## config.mk

```make
export PLATFORM = sky130hd
export DESIGN_NAME = mem_arbiter
export DESIGN_NICKNAME = d
export VERILOG_FILES = /design/src/rtl/mem_arbiter_pkg.sv /design/src/rtl/rr_pick2.sv /design/src/rtl/mem_arbiter.sv
export SDC_FILE = /design/constraint.sdc
export NUM_CORES = 1
export LEC_CHECK = 0
export ABC_AREA = 1
export CAP_MARGIN = 25
export CELL_PAD_IN_SITES_DETAIL_PLACEMENT = 0
export CELL_PAD_IN_SITES_GLOBAL_PLACEMENT = 2
export CORE_MARGIN = 2
export CORE_UTILIZATION = 22
export DETAILED_ROUTE_END_ITERATION = 12
export PLACE_DENSITY = 0.92
export SLEW_MARGIN = 0
export SYNTH_ARGS = -nofsm -noshare
export SYNTH_HDL_FRONTEND = slang
export SYNTH_SLANG_ARGS = --single-unit
```

## constraint.sdc

```tcl
create_clock -name clk -period 6.2 [get_ports clk]
set_clock_uncertainty 0.2 [all_clocks]
set_input_delay 1.55 -clock clk [delete_from_list [all_inputs] [get_ports clk]]
set_output_delay 1.55 -clock clk [all_outputs]
set_load 0.01 [all_outputs]
```

## src/rtl/mem_arbiter_pkg.sv

```systemverilog
// Shared types and default widths for the two-port memory arbiter.
// Imported by mem_arbiter and rr_pick2.
package mem_arbiter_pkg;
    localparam int DEF_ADDRESS_WIDTH = 8;
    localparam int DEF_DATA_WIDTH    = 32;

    typedef enum logic [2:0] {
        IDLE  = 3'd0,
        ISSUE = 3'd1,
        GUARD = 3'd2,
        BUSY  = 3'd3,
        DONE  = 3'd4
    } state_t;

    typedef logic port_t;
    localparam port_t PORT0 = 1'b0;
    localparam port_t PORT1 = 1'b1;
endpackage

```

## src/rtl/rr_pick2.sv

```systemverilog
// Combinational two-way round-robin select.
// On a tie the port that was not granted last wins.
module rr_pick2
    import mem_arbiter_pkg::*;
(
    input  logic req0,
    input  logic req1,
    input  logic last_grant,
    output logic grant,
    output logic valid
);
    always_comb begin
        valid = req0 | req1;
        grant = PORT0;
        if (req0 && req1)
            grant = ~last_grant;
        else if (req1)
            grant = PORT1;
    end
endmodule

```

## src/rtl/mem_arbiter.sv

```systemverilog
// Round-robin arbiter/sequencer sharing one memory between the fetch port (0)
// and the load/store port (1), driving the start-pulse / ready handshake.
module mem_arbiter
    import mem_arbiter_pkg::*;
#(
    parameter int ADDRESS_WIDTH = DEF_ADDRESS_WIDTH,
    parameter int DATA_WIDTH    = DEF_DATA_WIDTH
) (
    input  logic                     clk,
    input  logic                     reset,
    input  logic                     req0,
    input  logic                     rwn0,
    input  logic [ADDRESS_WIDTH-1:0] addr0,
    input  logic [DATA_WIDTH-1:0]    wdata0,
    input  logic                     req1,
    input  logic                     rwn1,
    input  logic [ADDRESS_WIDTH-1:0] addr1,
    input  logic [DATA_WIDTH-1:0]    wdata1,
    output logic                     ack0,
    output logic                     ack1,
    output logic [DATA_WIDTH-1:0]    rdata,
    output logic                     busy,
    output logic                     mem_start,
    output logic                     mem_rwn,
    output logic [ADDRESS_WIDTH-1:0] mem_address,
    output logic [DATA_WIDTH-1:0]    mem_data_in,
    input  logic                     mem_ready,
    input  logic [DATA_WIDTH-1:0]    mem_data_out
);
    state_t state;
    logic   last_grant;
    logic   granted;
    logic   pick_grant;
    logic   pick_valid;

    rr_pick2 u_pick (
        .req0       (req0),
        .req1       (req1),
        .last_grant (last_grant),
        .grant      (pick_grant),
        .valid      (pick_valid)
    );

    // Start follows ready within ISSUE so it fires in the first idle-memory cycle only.
    assign mem_start = (state == ISSUE) && mem_ready;

    always_ff @(posedge clk or posedge reset) begin
        if (reset) begin
            state       <= IDLE;
            ack0        <= 1'b0;
            ack1        <= 1'b0;
            busy        <= 1'b0;
            mem_rwn     <= 1'b1;
            mem_address <= '0;
            mem_data_in <= '0;
            rdata       <= '0;
            last_grant  <= PORT1;
            granted     <= PORT0;
        end else begin
            ack0 <= 1'b0;
            ack1 <= 1'b0;
            case (state)
                IDLE: begin
                    if (pick_valid) begin
                        granted     <= pick_grant;
                        mem_rwn     <= pick_grant ? rwn1   : rwn0;
                        mem_address <= pick_grant ? addr1  : addr0;
                        mem_data_in <= pick_grant ? wdata1 : wdata0;
                        busy        <= 1'b1;
                        state       <= ISSUE;
                    end
                end
                ISSUE: begin
                    if (mem_ready)
                        state <= GUARD;
                end
                // Memory still shows ready this cycle; ignore it.
                GUARD: state <= BUSY;
                BUSY: begin
                    if (mem_ready) begin
                        if (mem_rwn)
                            rdata <= mem_data_out;
                        ack0  <= (granted == PORT0);
                        ack1  <= (granted == PORT1);
                        state <= DONE;
                    end
                end
                DONE: begin
                    last_grant <= granted;
                    busy       <= 1'b0;
                    state      <= IDLE;
                end
                default: begin
                    busy  <= 1'b0;
                    state <= IDLE;
                end
            endcase
        end
    end
endmodule

```

### Word-level counts from Yosys, hierarchy flattened

Cells that the tools add are included.

| cells by class | value |
|---|---|
| reduce and logical (&&, ||, !) cells | 8 |
| mux-type cells | 15 |
| bitwise logic cells | 4 |
| equality and inequality tests | 7 |

Operators by type and width:

| cell | number |
|---|---|
| $mux W32 | 1 |
| $pmux W3 S4 | 1 |
| $mux W3 | 3 |
| $mux W1 | 8 |
| $mux W8 | 1 |
| $eq A3 B2 Y1 const B | 2 |
| $ne A2 B2 Y1 const B | 3 |
| $reduce_and A3 Y1 | 2 |
| $reduce_and A2 Y1 | 2 |
| $eq A3 B1 Y1 const B | 1 |
| $eq A3 B3 Y1 const B | 1 |
| $logic_not A3 Y1 | 1 |
| $not A1 Y1 | 3 |
| $reduce_or A3 Y1 | 1 |
| $logic_and A1 B1 Y1 | 2 |
| $pmux W1 S2 | 1 |
| $or A1 B1 Y1 | 1 |

| word-level totals | value |
|---|---|
| output and inout bits | 77 |
| register bits | 81 |
| input port bits | 119 |

### Depth between registers and ports, before layout

| depth | value |
|---|---|
| depth in word-level cells | 4 |
| gate-level depth with buffers | 7 |

### Cells and area by module

Synthesis repeated with hierarchy kept, for this count alone.

| second synthesis, totals | value |
|---|---|
| cells, all modules | 490 |
| area total of the unflattened synthesis | 3758.6 µm² |

By module, submodules not included:

| module | area each (µm²) | cells an instance | times used | seq. area each (µm²) |
|---|---|---|---|---|
| mem_arbiter | 3743.6 | 487 | 1 | 2029.4 |
| rr_pick2 | 15.0 | 3 | 1 | 0.0 |

### Worst setup path after synthesis

OpenSTA, ideal clock, no wires.

| timing path | value |
|---|---|
| path type | input port to output port |
| start point | input mem_ready |
| end point | output mem_start |
| stages | 2 |
| required time | 4.450 ns |
| path slack | 2.674 ns |
| data arrival time | 1.776 ns |
| path buffers | 0 |
| cells stage by stage | inv_1 -> nor2_1 |

| between the ends | value |
|---|---|
| cells in the longest elaborated chain, start to end | 1 |

Ends and longest elaborated chain:

| item | line | RTL |
|---|---|---|
| start: declaration | mem_arbiter.sv:27 | `input logic mem_ready,` |
| $logic_and A1 B1 Y1 | mem_arbiter.sv:45 | `assign mem_start = (state == ISSUE) && mem_ready;` |
| end: declaration | mem_arbiter.sv:23 | `output logic mem_start,` |

No other way between the ends.

### Worst setup path in the final report

Ends and elaborated chain as after synthesis.

==> flow_metrics.env <==
export IMPL_fmax_mhz=217
export IMPL_avgViaCountPerCell=4.04
export IMPL_synth_cells=491
export IMPL_start_util_pct=22.4
export IMPL_total_power_uw=2720
export IMPL_fin_cells=903
export IMPL_clock_sinks=81
export IMPL_synth_xor_area_share_pct=0
export IMPL_io_buffers=195
export IMPL_synth_fa_ha_area_share_pct=0
export IMPL_crit_type="primary input to primary output"
export IMPL_p_leak_uw=0.00304
export IMPL_nets=796
export IMPL_core_area_um2=16500
export IMPL_die_area_um2=17800
export IMPL_drt_wirelength_per_cell_um=12.3
export IMPL_period_share_pct=74.2
export IMPL_grt_max_degree=53
export IMPL_worstHoldPathType="flop to flop"
export IMPL_root_buffer="clkbuf_16"
export IMPL_worst_pin_slew_ps=924
export IMPL_syn_avg_cell_area_um2=7.50
export IMPL_arrival_ps=2850
export IMPL_area_delta_synth_final_pct=68.5
export IMPL_yosysUniqueCellTypes=15
export IMPL_antenna_found_initial=1
export IMPL_holdPathStages=1
export IMPL_clock_latency_ps=330
export IMPL_relSlewSlack_pct=38.2
export IMPL_synth_compound_area_share_pct=0.272
export IMPL_place_hpwl_mm=8.02
export IMPL_synth_area_um2=3680
export IMPL_power_density_nw_per_um2=438
export IMPL_num_rows=47
export IMPL_end_kind="primary output"
export IMPL_yosys_area_share_simple_pct=40.3
export IMPL_grt_pass1_vias=3633
export IMPL_rsz0062_at_grt="false"
export IMPL_cts_clk_slew_worst_paths_ps=60
export IMPL_crit_required_ps=4450
export IMPL_fp_dieW_um=133
export IMPL_max_vdd_ir_drop_uv=162
export IMPL_drive_gt1_share_pct=4.84
export IMPL_ys_seq_elements=81
export IMPL_drt_iter0_markers=150
export IMPL_layout_min_cycle_time_ps=4600
export IMPL_min_to="ack0$_DFF_PP0_"
export IMPL_cts_made_buffers=9
export IMPL_synth_area_mux_share_pct=0
export IMPL_grt_pass1_wl_mm=18.1
export IMPL_cts_resized=0
export IMPL_hold_buffers=0
export IMPL_status="complete, no violations"
export IMPL_via_count=3652
export IMPL_yosysSeqAreaShare_pct=55.1
export IMPL_drv_cap=0
export IMPL_cts_max_path_buffers=2
export IMPL_synth_top_family_by_area="simple AND/OR/NAND/NOR gates"
export IMPL_drc=0
export IMPL_finalSetupViolCount=0
export IMPL_min_from="granted$_DFFE_PP0P_"
export IMPL_grt_overflow_total=0
export IMPL_cts_tree="yes"
export IMPL_final_max_slew_viol_count=0
export IMPL_setup_reg_to_reg_worst_slack_ps=4150
export IMPL_reg2regPathDepth=5
export IMPL_drt_pass1_iter_count=6
export IMPL_setup_tns_final_ps=0
export IMPL_finalHoldViolCount=0
export IMPL_reg2reg_to="mem_data_in[4]$_DFFE_PP0P_"
export IMPL_die_y_um=133
export IMPL_place_congestion=0.727
export IMPL_drt_wl_total_mm=11.1
export IMPL_worst_r2r_startpoint="state[0]$_DFFE_PP0P_"
export IMPL_postRouteAntennaNets=0
export IMPL_post_cts_buffers=0
export IMPL_dpl_cell_count=885
export IMPL_syn_nets=610
export IMPL_crit_path_max_fanout=4
export IMPL_ys_warn_count=0
export IMPL_track_usage_pct=12.8
export IMPL_ioPinCount=196
export IMPL_cts_max_level=3
export IMPL_cp_start_kind="primary input"
[through the flow]
stage	hold WS [ps]	utilization (%)	setup slack, ps	instance area [um2]
finish	216	37.7	1600	6210
global route	250	37.7	1520	6200
CTS	220	37.6	1600	6180
detailed placement	210	35.4	1610	5830
global placement	209	35.3	1640	5820
floorplan	201	-	2370	3680
[critical path, cell delays in order]
cell	delay, ps
clkdlybuf4s50_1	510
inv_1	100
nor2_1	130
clkdlybuf4s50_1	550
[worst max path at each step]
stage | start | end
after floorplan | reset | ack0$_DFF_PP0_
after global placement | mem_ready | mem_start
after detailed placement | mem_ready | mem_start
after CTS | mem_ready | mem_start
after global routing | mem_ready | mem_start
final | mem_ready | mem_start
[cell usage after synthesis]
master	instances	area, um2
dfstp_2	2	52.6
buf_2	16	80.1
nor2_1	5	18.8
dfrtp_1	79	1980
nand3_1	46	230
nor2_2	4	25.0
inv_1	6	22.5
nand4_1	1	6.26
clkbuf_1	8	30.0
nand2_1	316	1190
buf_4	3	22.5
inv_2	1	3.75
nand3b_1	1	7.51
nor2_4	1	11.3
o21ai_0	2	10.0
[cell usage in the layout (no fill, tap or decap)]
| master | n |
|---|---|
| nand2_1 | 316 |
| clkdlybuf4s50_1 | 194 |
| dfrtp_1 | 79 |
| nand3_1 | 46 |
| clkbuf_16 | 9 |
| inv_1 | 5 |
| nor2_1 | 5 |
| buf_4 | 5 |
| nor2_2 | 3 |
| bufinv_16 | 3 |
| nor2_4 | 2 |
| clkinv_2 | 2 |
| o21ai_0 | 2 |
| dfstp_2 | 2 |
| diode_2 | 1 |
| inv_2 | 1 |
| nand3b_1 | 1 |
| nand4_1 | 1 |
| inv_6 | 1 |
| clkinv_4 | 1 |
| clkbuf_8 | 1 |
| buf_2 | 1 |
| buf_12 | 1 |
| buf_8 | 1 |
[flip-flops by register name (all words and copies together) (netlist names)]
signal and flops:
mem_data_in 32, rdata 32, mem_address 8, state 3, ack0 1, ack1 1, busy 1, granted 1
last_grant 1, mem_rwn 1
[power breakdown]
part           internal, uW  total, uW  leakage, uW  switching, uW
Clock                   406        624     0.000173            219
Combinational           612       1170      0.00185            562
Sequential              779        920      0.00101            140
Total                  1800       2720      0.00304            921
[layer usage]
metal | vias up | GRT usage (%) | part of all wire (%)
met2 | 144 | 20.2 | 45
met3 | 13 | 3.96 | 8.0
met4 | 0 | 4.85 | 1.5
met1 | 1618 | 16.4 | 46
met5 | - | 0 | 0
li1 | 1877 | - | -
[area by class of cell]
class,instances,area [um2]
Antenna cell,1,2.50
Sequential cell,81,2030
Fill cell,1667,10300
Timing Repair Buffer,202,2020
Inverter,7,27.5
Clock buffer,10,239
Multi-Input combinational cell,376,1500
Clock inverter,6,113
Tap cell,220,275
[kinds of logic (layout without fill, tap and decap cells)]
family / after synthesis / count (layout)
AO/OA/AOI/OAI: 2 / 2
buffers and inverters: 34 / 225
flip-flops: 81 / 81
other: 0 / 1
AND/OR/NAND/NOR: 374 / 374
(Power assumes the default switching activity.)
